$ cat src/rtl/activity_led_pkg.sv
// Shared definitions for the activity LED bank: per-channel FSM state encoding
// and the PWM counter width used when ACTIVITY_LED_PWM_EN is defined.
package activity_led_pkg;

    localparam int PWM_WIDTH = 8;

    typedef enum logic [1:0] {
        ST_IDLE = 2'd0,
        ST_ON   = 2'd1,
        ST_OFF  = 2'd2
    } led_state_e;

endpackage

$ cat src/rtl/activity_led_channel.sv
// One LED channel: turns a trigger into a burst of BLINK_COUNT on/off blinks,
// with a single sticky pending flag so retriggers during a burst queue one more burst.
module activity_led_channel
    import activity_led_pkg::*;
#(
    parameter int PHASE_CYCLES = 2**24,
    parameter int BLINK_COUNT  = 2
) (
    input  logic clk,
    input  logic rst_n,
    input  logic i_en,
    input  logic i_trigger,
    output logic o_on,
    output logic o_busy
);

    localparam int CNT_W = $clog2(PHASE_CYCLES);
    localparam int BL_W  = (BLINK_COUNT > 1) ? $clog2(BLINK_COUNT) : 1;

    localparam logic [CNT_W-1:0] CNT_LAST = CNT_W'(PHASE_CYCLES - 1);
    localparam logic [CNT_W-1:0] CNT_ONE  = CNT_W'(1);
    localparam logic [BL_W-1:0]  BL_INIT  = BL_W'(BLINK_COUNT - 1);
    localparam logic [BL_W-1:0]  BL_ONE   = BL_W'(1);

    led_state_e       r_state;
    logic [CNT_W-1:0] r_phase_cnt;
    logic [BL_W-1:0]  r_blinks_left;
    logic             r_pending;
    logic             w_phase_end;

    assign w_phase_end = (r_phase_cnt == CNT_LAST);

    always_ff @(posedge clk or negedge rst_n) begin
        if (!rst_n) begin
            r_state       <= ST_IDLE;
            r_phase_cnt   <= '0;
            r_blinks_left <= '0;
            r_pending     <= 1'b0;
        end else if (!i_en) begin
            r_state       <= ST_IDLE;
            r_phase_cnt   <= '0;
            r_blinks_left <= '0;
            r_pending     <= 1'b0;
        end else begin
            case (r_state)
                ST_IDLE: begin
                    if (i_trigger) begin
                        r_state       <= ST_ON;
                        r_phase_cnt   <= '0;
                        r_blinks_left <= BL_INIT;
                        r_pending     <= 1'b0;
                    end
                end
                ST_ON: begin
                    if (i_trigger) begin
                        r_pending <= 1'b1;
                    end
                    if (w_phase_end) begin
                        r_state     <= ST_OFF;
                        r_phase_cnt <= '0;
                    end else begin
                        r_phase_cnt <= r_phase_cnt + CNT_ONE;
                    end
                end
                ST_OFF: begin
                    if (w_phase_end) begin
                        r_phase_cnt <= '0;
                        if (r_blinks_left != '0) begin
                            r_state       <= ST_ON;
                            r_blinks_left <= r_blinks_left - BL_ONE;
                            if (i_trigger) begin
                                r_pending <= 1'b1;
                            end
                        // A trigger on the last OFF cycle chains straight into the next burst.
                        end else if (r_pending || i_trigger) begin
                            r_state       <= ST_ON;
                            r_blinks_left <= BL_INIT;
                            r_pending     <= 1'b0;
                        end else begin
                            r_state <= ST_IDLE;
                        end
                    end else begin
                        r_phase_cnt <= r_phase_cnt + CNT_ONE;
                        if (i_trigger) begin
                            r_pending <= 1'b1;
                        end
                    end
                end
                default: begin
                    r_state <= ST_IDLE;
                end
            endcase
        end
    end

    assign o_on   = (r_state == ST_ON);
    assign o_busy = (r_state != ST_IDLE);

endmodule

$ cat src/rtl/activity_led_bank.sv
// Multi-channel activity LED bank. Define ACTIVITY_LED_PWM_EN to add the
// brightness input and a shared free-running PWM counter gating the lit phase.
module activity_led_bank
    import activity_led_pkg::*;
#(
    parameter int NUM_CH         = 4,
    parameter int PHASE_CYCLES   = 2**24,
    parameter int BLINK_COUNT    = 2,
    parameter int LED_ACTIVE_LOW = 0
) (
    input  logic                 clk,
    input  logic                 rst_n,
    input  logic                 en,
    input  logic [NUM_CH-1:0]    trigger,
`ifdef ACTIVITY_LED_PWM_EN
    input  logic [PWM_WIDTH-1:0] brightness,
`endif
    output logic [NUM_CH-1:0]    led_out,
    output logic [NUM_CH-1:0]    busy
);

    localparam logic LED_POL = (LED_ACTIVE_LOW != 0);

    logic [NUM_CH-1:0] w_on;
    logic [NUM_CH-1:0] w_lit;

    for (genvar g = 0; g < NUM_CH; g++) begin : g_ch
        activity_led_channel #(
            .PHASE_CYCLES (PHASE_CYCLES),
            .BLINK_COUNT  (BLINK_COUNT)
        ) u_channel (
            .clk       (clk),
            .rst_n     (rst_n),
            .i_en      (en),
            .i_trigger (trigger[g]),
            .o_on      (w_on[g]),
            .o_busy    (busy[g])
        );
    end

`ifdef ACTIVITY_LED_PWM_EN
    logic [PWM_WIDTH-1:0] r_pwm_cnt;
    logic                 w_pwm_gate;

    // Free-running and shared, so every channel dims in phase with the others.
    always_ff @(posedge clk or negedge rst_n) begin
        if (!rst_n) begin
            r_pwm_cnt <= '0;
        end else begin
            r_pwm_cnt <= r_pwm_cnt + PWM_WIDTH'(1);
        end
    end

    assign w_pwm_gate = (r_pwm_cnt < brightness);
    assign w_lit      = w_on & {NUM_CH{w_pwm_gate}};
`else
    assign w_lit = w_on;
`endif

    assign led_out = w_lit ^ {NUM_CH{LED_POL}};

endmodule

$ cat config.mk
export PLATFORM = sky130hd
export DESIGN_NAME = activity_led_bank
export DESIGN_NICKNAME = d
export VERILOG_FILES = /design/src/rtl/activity_led_pkg.sv /design/src/rtl/activity_led_channel.sv /design/src/rtl/activity_led_bank.sv
export SDC_FILE = /design/constraint.sdc
export NUM_CORES = 1
export LEC_CHECK = 0
export ABC_CLOCK_PERIOD_IN_PS = 1900
export BUFFER_PORTS_ARGS = -buffer_cell sky130_fd_sc_hd__buf_2
export CORE_UTILIZATION = 40
export DETAILED_ROUTE_END_ITERATION = 10
export HOLD_SLACK_MARGIN = 0.08
export MAX_ROUTING_LAYER = met4
export RECOVER_POWER = 25
export SYNTH_ARGS = -nofsm -noshare
export SYNTH_HDL_FRONTEND = slang
export SYNTH_SLANG_ARGS = --single-unit
$ cat constraint.sdc
create_clock -name clk -period 1.9 [get_ports clk]
set_input_delay 0.285 -clock clk [delete_from_list [all_inputs] [get_ports clk]]
set_output_delay 0.285 -clock clk [all_outputs]
set_load 0.02 [all_outputs]
==> results of run 1 <==
routing by layer:
layer / up-vias / part of all wire / global-route usage
li1: 2764 / - / -
met1: 2710 / 0.46 / 0.2327
met2: 71 / 0.50 / 0.3245
met3: 14 / 0.032 / 0.04294
met4: 0 / 0.011 / 0.05536
met5: - / 0 / -
path summary, 6_finish.rpt:
kind,slack [ps],cells after the start,end,start
max in group asynchronous,300,3,g_ch[3].u_channel.r_phase_cnt[23]$_DFFE_PN0P_,rst_n
worst max register to register,70,9,g_ch[0].u_channel.r_phase_cnt[14]$_DFFE_PN0P_,g_ch[0].u_channel.r_phase_cnt[1]$_DFFE_PN0P_
min in group asynchronous,640,2,g_ch[2].u_channel.r_phase_cnt[10]$_DFFE_PN0P_,rst_n
worst min-delay path,290,3,g_ch[3].u_channel.r_pending$_DFFE_PN0P_,trigger[3]
worst max-delay path,70,9,g_ch[0].u_channel.r_phase_cnt[14]$_DFFE_PN0P_,g_ch[0].u_channel.r_phase_cnt[1]$_DFFE_PN0P_
worst min register to register,480,1,g_ch[2].u_channel.r_phase_cnt[23]$_DFFE_PN0P_,g_ch[2].u_channel.r_phase_cnt[23]$_DFFE_PN0P_
cell families after synthesis:
logic type	after synthesis	synth area share
buffers and inverters	56	0.03868
xor gates and xnor gates	48	0.06498
adders and majority gates	20	0.03868
DFF	112	0.4332
and+or+nand+nor	320	0.2586
AOI/OAI and AO/OA	150	0.1503
muxes	10	0.01566
area by class of cell:
class                           count  area share
Inverter                           26     0.01215
Antenna cell                        1   0.0003116
Clock buffer                        9     0.02804
Sequential cell                   112      0.3491
Tap cell                          216     0.03365
Multi-Input combinational cell    548      0.4552
Timing Repair Buffer              115      0.1117
Clock inverter                      7    0.009815
cells in the final DEF, fill, tap and decap left out, drive strengths merged, types with 2 or more instances in the layout:
master    synthesis  layout
nand3            48      48
nor4             12      12
clkbuf           14      11
buf              16     112
o2bb2ai           2       2
clkinvlp          0       3
o31ai             8       8
xnor2            16      16
mux2i             9       9
dfrtp           112     112
a211o             3       3
ha               20      20
a41oi             5       5
xor2             32      32
o21ai            37      37
a2111oi           2       2
nor3b             2       2
a21boi            2       2
a22o              3       3
or2               3       3
o22ai             3       3
o21a              2       2
inv              26      28
nand4            32      32
or3               3       3
and2              8       8
o31a              4       4
nand3b            3       3
nor2             72      72
and3             27      27
o211ai            3       3
o21bai            2       2
a21oi            42      42
a31oi            25      25
and4              8       8
nor4b             2       2
nand2b           13      13
nand2            74      74
nor3             10      10
power breakdown:
part	internal [W]	switching, W	total, W
combinational	0.000656	0.000938	0.00159
clock	0.00104	0.000950	0.00199
sequential	0.00246	0.0000628	0.00252
total	0.00415	0.00195	0.00610
stage by stage:
stage / area [um^2] / total power [W] / util / worst slack (ps) / hold slack [ps]
after floorplan: 6529 / 0.003538 / - / 6.744 / -10.59
after global placement: 7398 / 0.003982 / 0.4674 / -10.49 / 316.3
after detailed placement: 7398 / 0.004028 / 0.4674 / -125.6 / 319.5
after CTS: 7746 / 0.006040 / 0.4894 / -2.495 / 266.9
after global routing: 8031 / 0.006401 / 0.5074 / -43.98 / 315.9
final: 8031 / 0.006099 / 0.5074 / 71.16 / 286.2
flip-flops by register name (all words and copies together) (netlist names):
register and flops:
g_ch.u_channel.r_state 8, g_ch.u_channel.r_pending 4, g_ch.u_channel.r_blinks_left 4, g_ch.u_channel.r_phase_cnt 96
critical path, delay by kind of cell (launching register included):
family | cells | cell delay [ps]
DFF | 1 | 360
buffers and inverters | 3 | 470
adders and majority gates | 1 | 190
AOI/OAI and AO/OA | 1 | 280
and+or+nand+nor | 3 | 310
xor gates and xnor gates | 1 | 140
timing repair:
action | CTS | global route
setup buffers | 3 | 12
endpoints found under the hold margin | 36 | 0
endpoints found under the setup margin | 22 | 79
hold buffers | 1 | 0
pin swaps | 2 | 19
gates resized for setup | 4 | 42
cloned | 0 | 1
==> results by group, run 1 <==
Run status
  – Outcome: finished clean

Logic synthesis
  – Syn_area_per_cell: 9.036 um^2
  – Syn_nets: approximately 740
  – Post-synthesis cell type count: a little under 60
  – Synth area leader: dfrtp_1
  – Prevailing post-synth register cell: dfrtp_1
  – Mapped Cells: between 700 and 800
  – Most frequent cell after synthesis: dfrtp_1
  – Async SR Flop Fraction: 1.000
  – Ys Warns: 0
  – Post-synthesis cell area: 6470 um^2
  – Synth top area cells: dfrtp_1 43%, xor2_1 4.3%, nand2_1 4.2%, nor2_1 4.1%, ha_1 3.9%
  – Post-synth EDFFs: 0
  – #FFs+latches synth: 112
  – Synth cell count leaders: 112 x dfrtp_1, 73 x nand2_1, 71 x nor2_1
  – Synth top area share: 0.4332
  – Sequential-to-total area share from yosys stat: 0.4332

Pwr
  – Peak supply drop: roughly 0.00047 V
  – LEAKAGE: approximately 3.5 nW
  – Pwr/cell area: 759.4 nW/um^2

Final layout
  – Layout cell share with drive strength beyond 1: 0.2252
  – Multi-input gate area: roughly 3700 um^2
  – Layout area overhead: 24.13%
  – Final std cells w/o fill: ~1000
  – Register Area: between 2000 and 3000 um^2
  – Nets: approximately 840
  – Number of fill cells in the layout: ~1400

Clock tree
  – Clock Pin Slew Worst Setup and Hold Paths: 80 ps
  – TritonCTS clock tree: yes
  – Clock Tree Buf Depth: 2
  – Inserted Clock Buffers: 9
  – CTS H-Tree Depth: 3
  – Clock sink count: 112
  – CTS root buf: clkbuf_16
  – Skew-Pair Late Insertion Delay: 370 ps

Drt
  – Router iterations before antenna repair: 5
  – Routed WL: around 15000 um
  – Vias: between 5000 and 6000
  – DR WL/cell: between 10 and 15 um
  – DRT iter0 DRCs: 396
  – DR vias/cell: between 5 and 6
  – Drt drc: 0
  – ANT nets after route: 0

Worst setup path
  – Cell Chain, Critical Path: ha_2, nand4_1, buf_4, a311oi_4, buf_4, buf_6, nand2_2, xor2_1, nor2_1
  – Most used cell, CP: buf_4
  – Crit path max fanout: 4
  – WP data arrival: between 2000 and 2500 ps
  – Critical path capture point type: flip-flop
  – Worst EP required: around 2200 ps
  – Crit path max-delay cell type: dfrtp_1
  – Crit Path Class: reg2reg
  – CP startpoint kind: flip-flop
  – Slowest stage delay, CP: between 300 and 400 ps

Floorplanning
  – Die area: ~17000 um^2
  – Die Y: roughly 130 um
  – Ports: 15
  – Initial Utilization: 0.4088
  – Rows: 46
  – Core ar.: 15830 um^2
  – Die extent in x: 129.2 um

Placement
  – Port Buffers: 14
  – GP Congestion: approximately 0.84
  – HPWL after detailed placement: ~11000 um
  – Placed instance count: 1000

Timing
  – Tcrit/Tclk final: 0.9625
  – Final Hold Vio Count: 0
  – Worst-margin pin slew: around 1100 ps
  – Final Critical Period: roughly 1800 ps
  – Slew Limit Headroom: 0.2917
  – Skew final: between 9 and 10 ps
  – Final Max Tran Viols: 0
  – Sum Neg Setup Slack: 0 ps
  – Final setup viols: 0
  – Fmax: between 500 and 600 MHz
  – RSZ-0062 raised after global routing: true

Global routing
  – Total track usage: 0.1934
  – Vias in the first global route: ~5500
  – GRT overflow: 0
  – Largest net degree at the start of global routing: 40
  – First-pass GRT wire length: 25050 um
  – Initial antenna violation count: 1

Flow run
  – Maxcap violations: 0

Min path
  – Worst hold-check path type: in2reg
No activity file was read; power rests on OpenSTA's default activity.
==> run 2, diff against run 1 <==
--- a/config.mk
+++ b/config.mk
@@ -14,4 +14,5 @@
 export RECOVER_POWER = 25
 export SYNTH_ARGS = -nofsm -noshare
 export SYNTH_HDL_FRONTEND = slang
+export SYNTH_HIERARCHICAL = 1
 export SYNTH_SLANG_ARGS = --single-unit
==> results by group, run 2 <==
Logic synthesis
  – Post-synthesis cell type count: 76 (+29%)
  – Mapped Cells: 771 (+7.7%)
  – Post-synthesis cell area: 6970 um^2 (+7.7%)
  – Synth top area cells: dfrtp_1 40%, o21ai_0 4.2%, nand3_1 3.7%, ha_1 3.6%, nand2_1 3.1%
  – Post-synth EDFFs: 0 (unchanged)
  – Sequential-to-total area share from yosys stat: 0.4021 (-0.03110)
  – Synth area leader: dfrtp_1
  – Synth cell count leaders: 112 x dfrtp_1, 58 x nand2_1, 58 x nor2_1, 58 x o21ai_0, 51 x nand3_1
  – #FFs+latches synth: 112 (unchanged)
  – Prevailing post-synth register cell: dfrtp_1
  – Ys Warns: 6 (+6)
  – Syn_nets: 798 (+7.4%)
  – Syn_area_per_cell: 9.041 um^2 (about the same)
  – Async SR Flop Fraction: 1.000 (unchanged)
  – Synth top area share: 0.4021 (-0.03110)
  – Most frequent cell after synthesis: dfrtp_1

Timing
  – Worst-margin pin slew: 1167 ps (+105.0 ps)
  – Fin worst setup slack: -6.820 ps (-77.98 ps)
  – RSZ-0062 raised after global routing: true
  – Fmax: 524.4 MHz (-4.1%)
  – Final Critical Period: 1907 ps (+77.98 ps)
  – Final Hold Vio Count: 0 (unchanged)
  – Final setup viols: 1 (+1)
  – Skew final: 9.321 ps (-0.4250 ps)
  – Final Max Tran Viols: 0 (unchanged)
  – Tcrit/Tclk final: 1.004 (+0.04104)
  – Slew Limit Headroom: 0.2217 (-0.07000)

Final layout
  – Layout area overhead: 29.65%
  – Layout cell share with drive strength beyond 1: 0.3058 (+0.08058)
  – Reg with most FFs: g_ch.u_channel/r_phase_cnt
  – Commonest non-fill, non-tap cell in the layout: buf_4
  – Diode count: 0 (-1)
  – Nets: 954 (+14%)
  – Largest regs: g_ch.u_channel/r_phase_cnt: 96 flops, g_ch.u_channel/r_state: 8 flops
  – Commonest non-fill, non-tap cells in the layout: 138 x buf_4, 111 x dfrtp_1, 57 x nand2_1, 57 x nor2_1, 50 x nand3_1
  – Max FFs per register: 96 (unchanged)
  – Final std cells w/o fill: 1152 (+11%)

Run status
  – Outcome: complete, but fails checks
  – Failing checks: setup timing

Clock tree
  – Clock Pin Slew Worst Setup and Hold Paths: 80 ps (about the same)
  – TritonCTS clock tree: yes
  – Skew-Pair Late Insertion Delay: 360 ps (about the same)
  – CTS root buf: clkbuf_16
  – CTS H-Tree Depth: 3 (unchanged)
  – Inserted Clock Buffers: 9 (unchanged)
  – Clock sink count: 112 (unchanged)
  – Clock Tree Buf Depth: 2 (unchanged)

Drt
  – Routed WL: 17920 um (+20%)
  – Drt drc: 0 (unchanged)
  – ANT nets after route: 0 (unchanged)
  – Router iterations before antenna repair: 5 (unchanged)
  – DR vias/cell: 5.751 (+7.0%)
  – Vias: 6625 (+19%)
  – DR WL/cell: 15.55 um (+7.8%)
  – DRT iter0 DRCs: 450 (+14%)

Pwr
  – Part of the power in registers: 0.444 (+0.031)
  – Switching share of power: 0.2982 (-0.02162)
  – Clock Power Share: 0.344 (+0.018)
  – Int Pwr: 0.003869 W (-6.7%)
  – LEAKAGE: 4.003 nW (+14%)
  – Net Sw Power: 0.001644 W (-16%)
  – Peak supply drop: 0.0004627 V (-1.7%)
  – Power share of the combinational group: 0.212 (-0.049)
  – Final Total Pwr: 0.005513 W (-9.6%)
  – Pwr/cell area: 610.1 nW/um^2 (-20%)

Worst setup path
  – Crit path max fanout: 5 (+1)
  – WP data arrival: 2160 ps (+40 ps)
  – Worst EP required: 2150 ps (-40 ps)
  – Crit Path Class: reg2reg
  – Critical path capture point type: flip-flop
  – CP startpoint kind: flip-flop

Floorplanning
  – Die Y: 134.0 um (+3.7%)
  – Ports: 15 (unchanged)
  – Core ar.: 16820 um^2 (+6.3%)
  – Initial Utilization: 0.4144 (+0.005673)
  – Rows: 47 (+2.2%)
  – Die area: 17960 um^2 (+7.6%)
  – Die extent in x: 134.0 um (+3.7%)

Placement
  – Port Buffers: 14 (unchanged)
  – GP Congestion: 0.8795 (+4.4%)
  – Pre-CTS setup slack: -74.91 ps (+50.66 ps)
  – Placed instance count: 1100 (+10%)
  – HPWL after detailed placement: 12240 um (+16%)

Global routing
  – Initial antenna violation count: 0 (-1)
  – GRT overflow: 0 (unchanged)
  – First-pass GRT wire length: 29670 um (+18%)
  – Largest net degree at the start of global routing: 62 (+55%)
  – Vias in the first global route: 6339 (+16%)
  – Total track usage: 0.2066 (+0.01319)

Flow run
  – Maxcap violations: 0 (unchanged)

Min path
  – Worst hold-check path type: in2reg
[run 2: cell types whose count changed after synthesis, moves of 9 or more]
| cell | before | now |
|---|---|---|
| xnor2_1 | 16 | 5 |
| a21oi_1 | 42 | 32 |
| xor2_1 | 32 | 13 |
| nor2_1 | 71 | 58 |
| or4_1 | 1 | 14 |
| nand2_1 | 73 | 58 |
| o21ai_0 | 36 | 58 |
| a31oi_1 | 23 | 12 |
| nand2b_1 | 13 | 4 |
| a22o_1 | 3 | 16 |
| inv_1 | 26 | 40 |
[run 2: timing repair]
item / in CTS / in global routing
setup endpoints to repair: 40 / 83
gates resized for setup: 21 / 68
buffers inserted: 8 / 22
pin swaps: 9 / 26
cloned: 1 / 4
hold buffers: 1 / 0
hold endpoints to repair: 112 / 0
[run 2: through the flow]
step	util	cell area [um^2]	setup TNS, ps	hold WS [ps]
after CTS	0.5123	8617	-153.5	318.5
after global routing	0.5373	9037	-2594	362.6
after floorplan	-	6997	-99.54	-10.59
final	0.5373	9037	-6.820	330.3
after global placement	0.4863	8179	-136.3	309.4
after detailed placement	0.4863	8179	-1011	315.9
[run 2: path summary, 6_finish.rpt]
check / from / endpoint / slack [ps] / cells past startpoint
max in group asynchronous: rst_n / g_ch[0].u_channel/r_phase_cnt[19]$_DFFE_PN0P_ / 270 / 3
hold / removal: trigger[2] / g_ch[2].u_channel/r_pending$_DFFE_PN0P_ / 330 / 3
setup / recovery: g_ch[2].u_channel/r_phase_cnt[14]$_DFFE_PN0P_ / g_ch[2].u_channel/r_phase_cnt[2]$_DFFE_PN0P_ / -7 / 7
min in group asynchronous: rst_n / g_ch[2].u_channel/r_phase_cnt[0]$_DFFE_PN0P_ / 540 / 3
hold reg to reg: g_ch[3].u_channel/r_phase_cnt[20]$_DFFE_PN0P_ / g_ch[3].u_channel/r_phase_cnt[20]$_DFFE_PN0P_ / 510 / 1
setup reg to reg: g_ch[2].u_channel/r_phase_cnt[14]$_DFFE_PN0P_ / g_ch[2].u_channel/r_phase_cnt[2]$_DFFE_PN0P_ / -7 / 7
[run 2: metal layers]
layer / share of wire / vias up / wire [um] / track usage
met1: 0.45 / 3258 / 8116 / 0.2591
met5: 0 / - / 0 / -
met2: 0.50 / 142 / 9030 / 0.3437
li1: - / 3197 / - / -
met4: 0.014 / 0 / 249 / 0.05934
met3: 0.029 / 28 / 522 / 0.03250
[run 2: cells by family after synthesis]
group                      share of synthesized area
DFF                                           0.4021
muxes                                       0.008077
buffers and inverters                        0.04398
AOI/OAI and AO/OA                             0.2066
adders and majority gates                    0.03590
and+or+nand+nor                               0.2807
xor gates and xnor gates                     0.02262
[run 2: power groups by stage]
stage | clock (W) | combinational, W | sequential (W)
final | 0.00190 | 0.00117 | 0.00245
after global routing | 0.00207 | 0.00127 | 0.00245
after CTS | 0.00198 | 0.00103 | 0.00245
after detailed placement | 0 | 0.000986 | 0.00249
after global placement | 0 | 0.000961 | 0.00249
after floorplan | 0 | 0.000551 | 0.00250
[run 2: worst max-delay path, cell delays in order (launching register included)]
cell	delay [ps]
dfrtp_1	370
nand4_2	160
or4_4	560
o21ai_4	220
buf_6	160
buf_6	100
o21ai_2	50
a22o_1	180
[run 2: layout make-up]
| type | count | area (um^2) |
|---|---|---|
| timing repair buffer | 175 | 1394 |
| clock buffer | 9 | 225.2 |
| inverter | 40 | 150.1 |
| fill | 1527 | 7781 |
| multi-input combinational | 589 | 4116 |
| sequential | 112 | 2804 |
| clock inverter | 7 | 72.57 |
| tap | 220 | 275.3 |
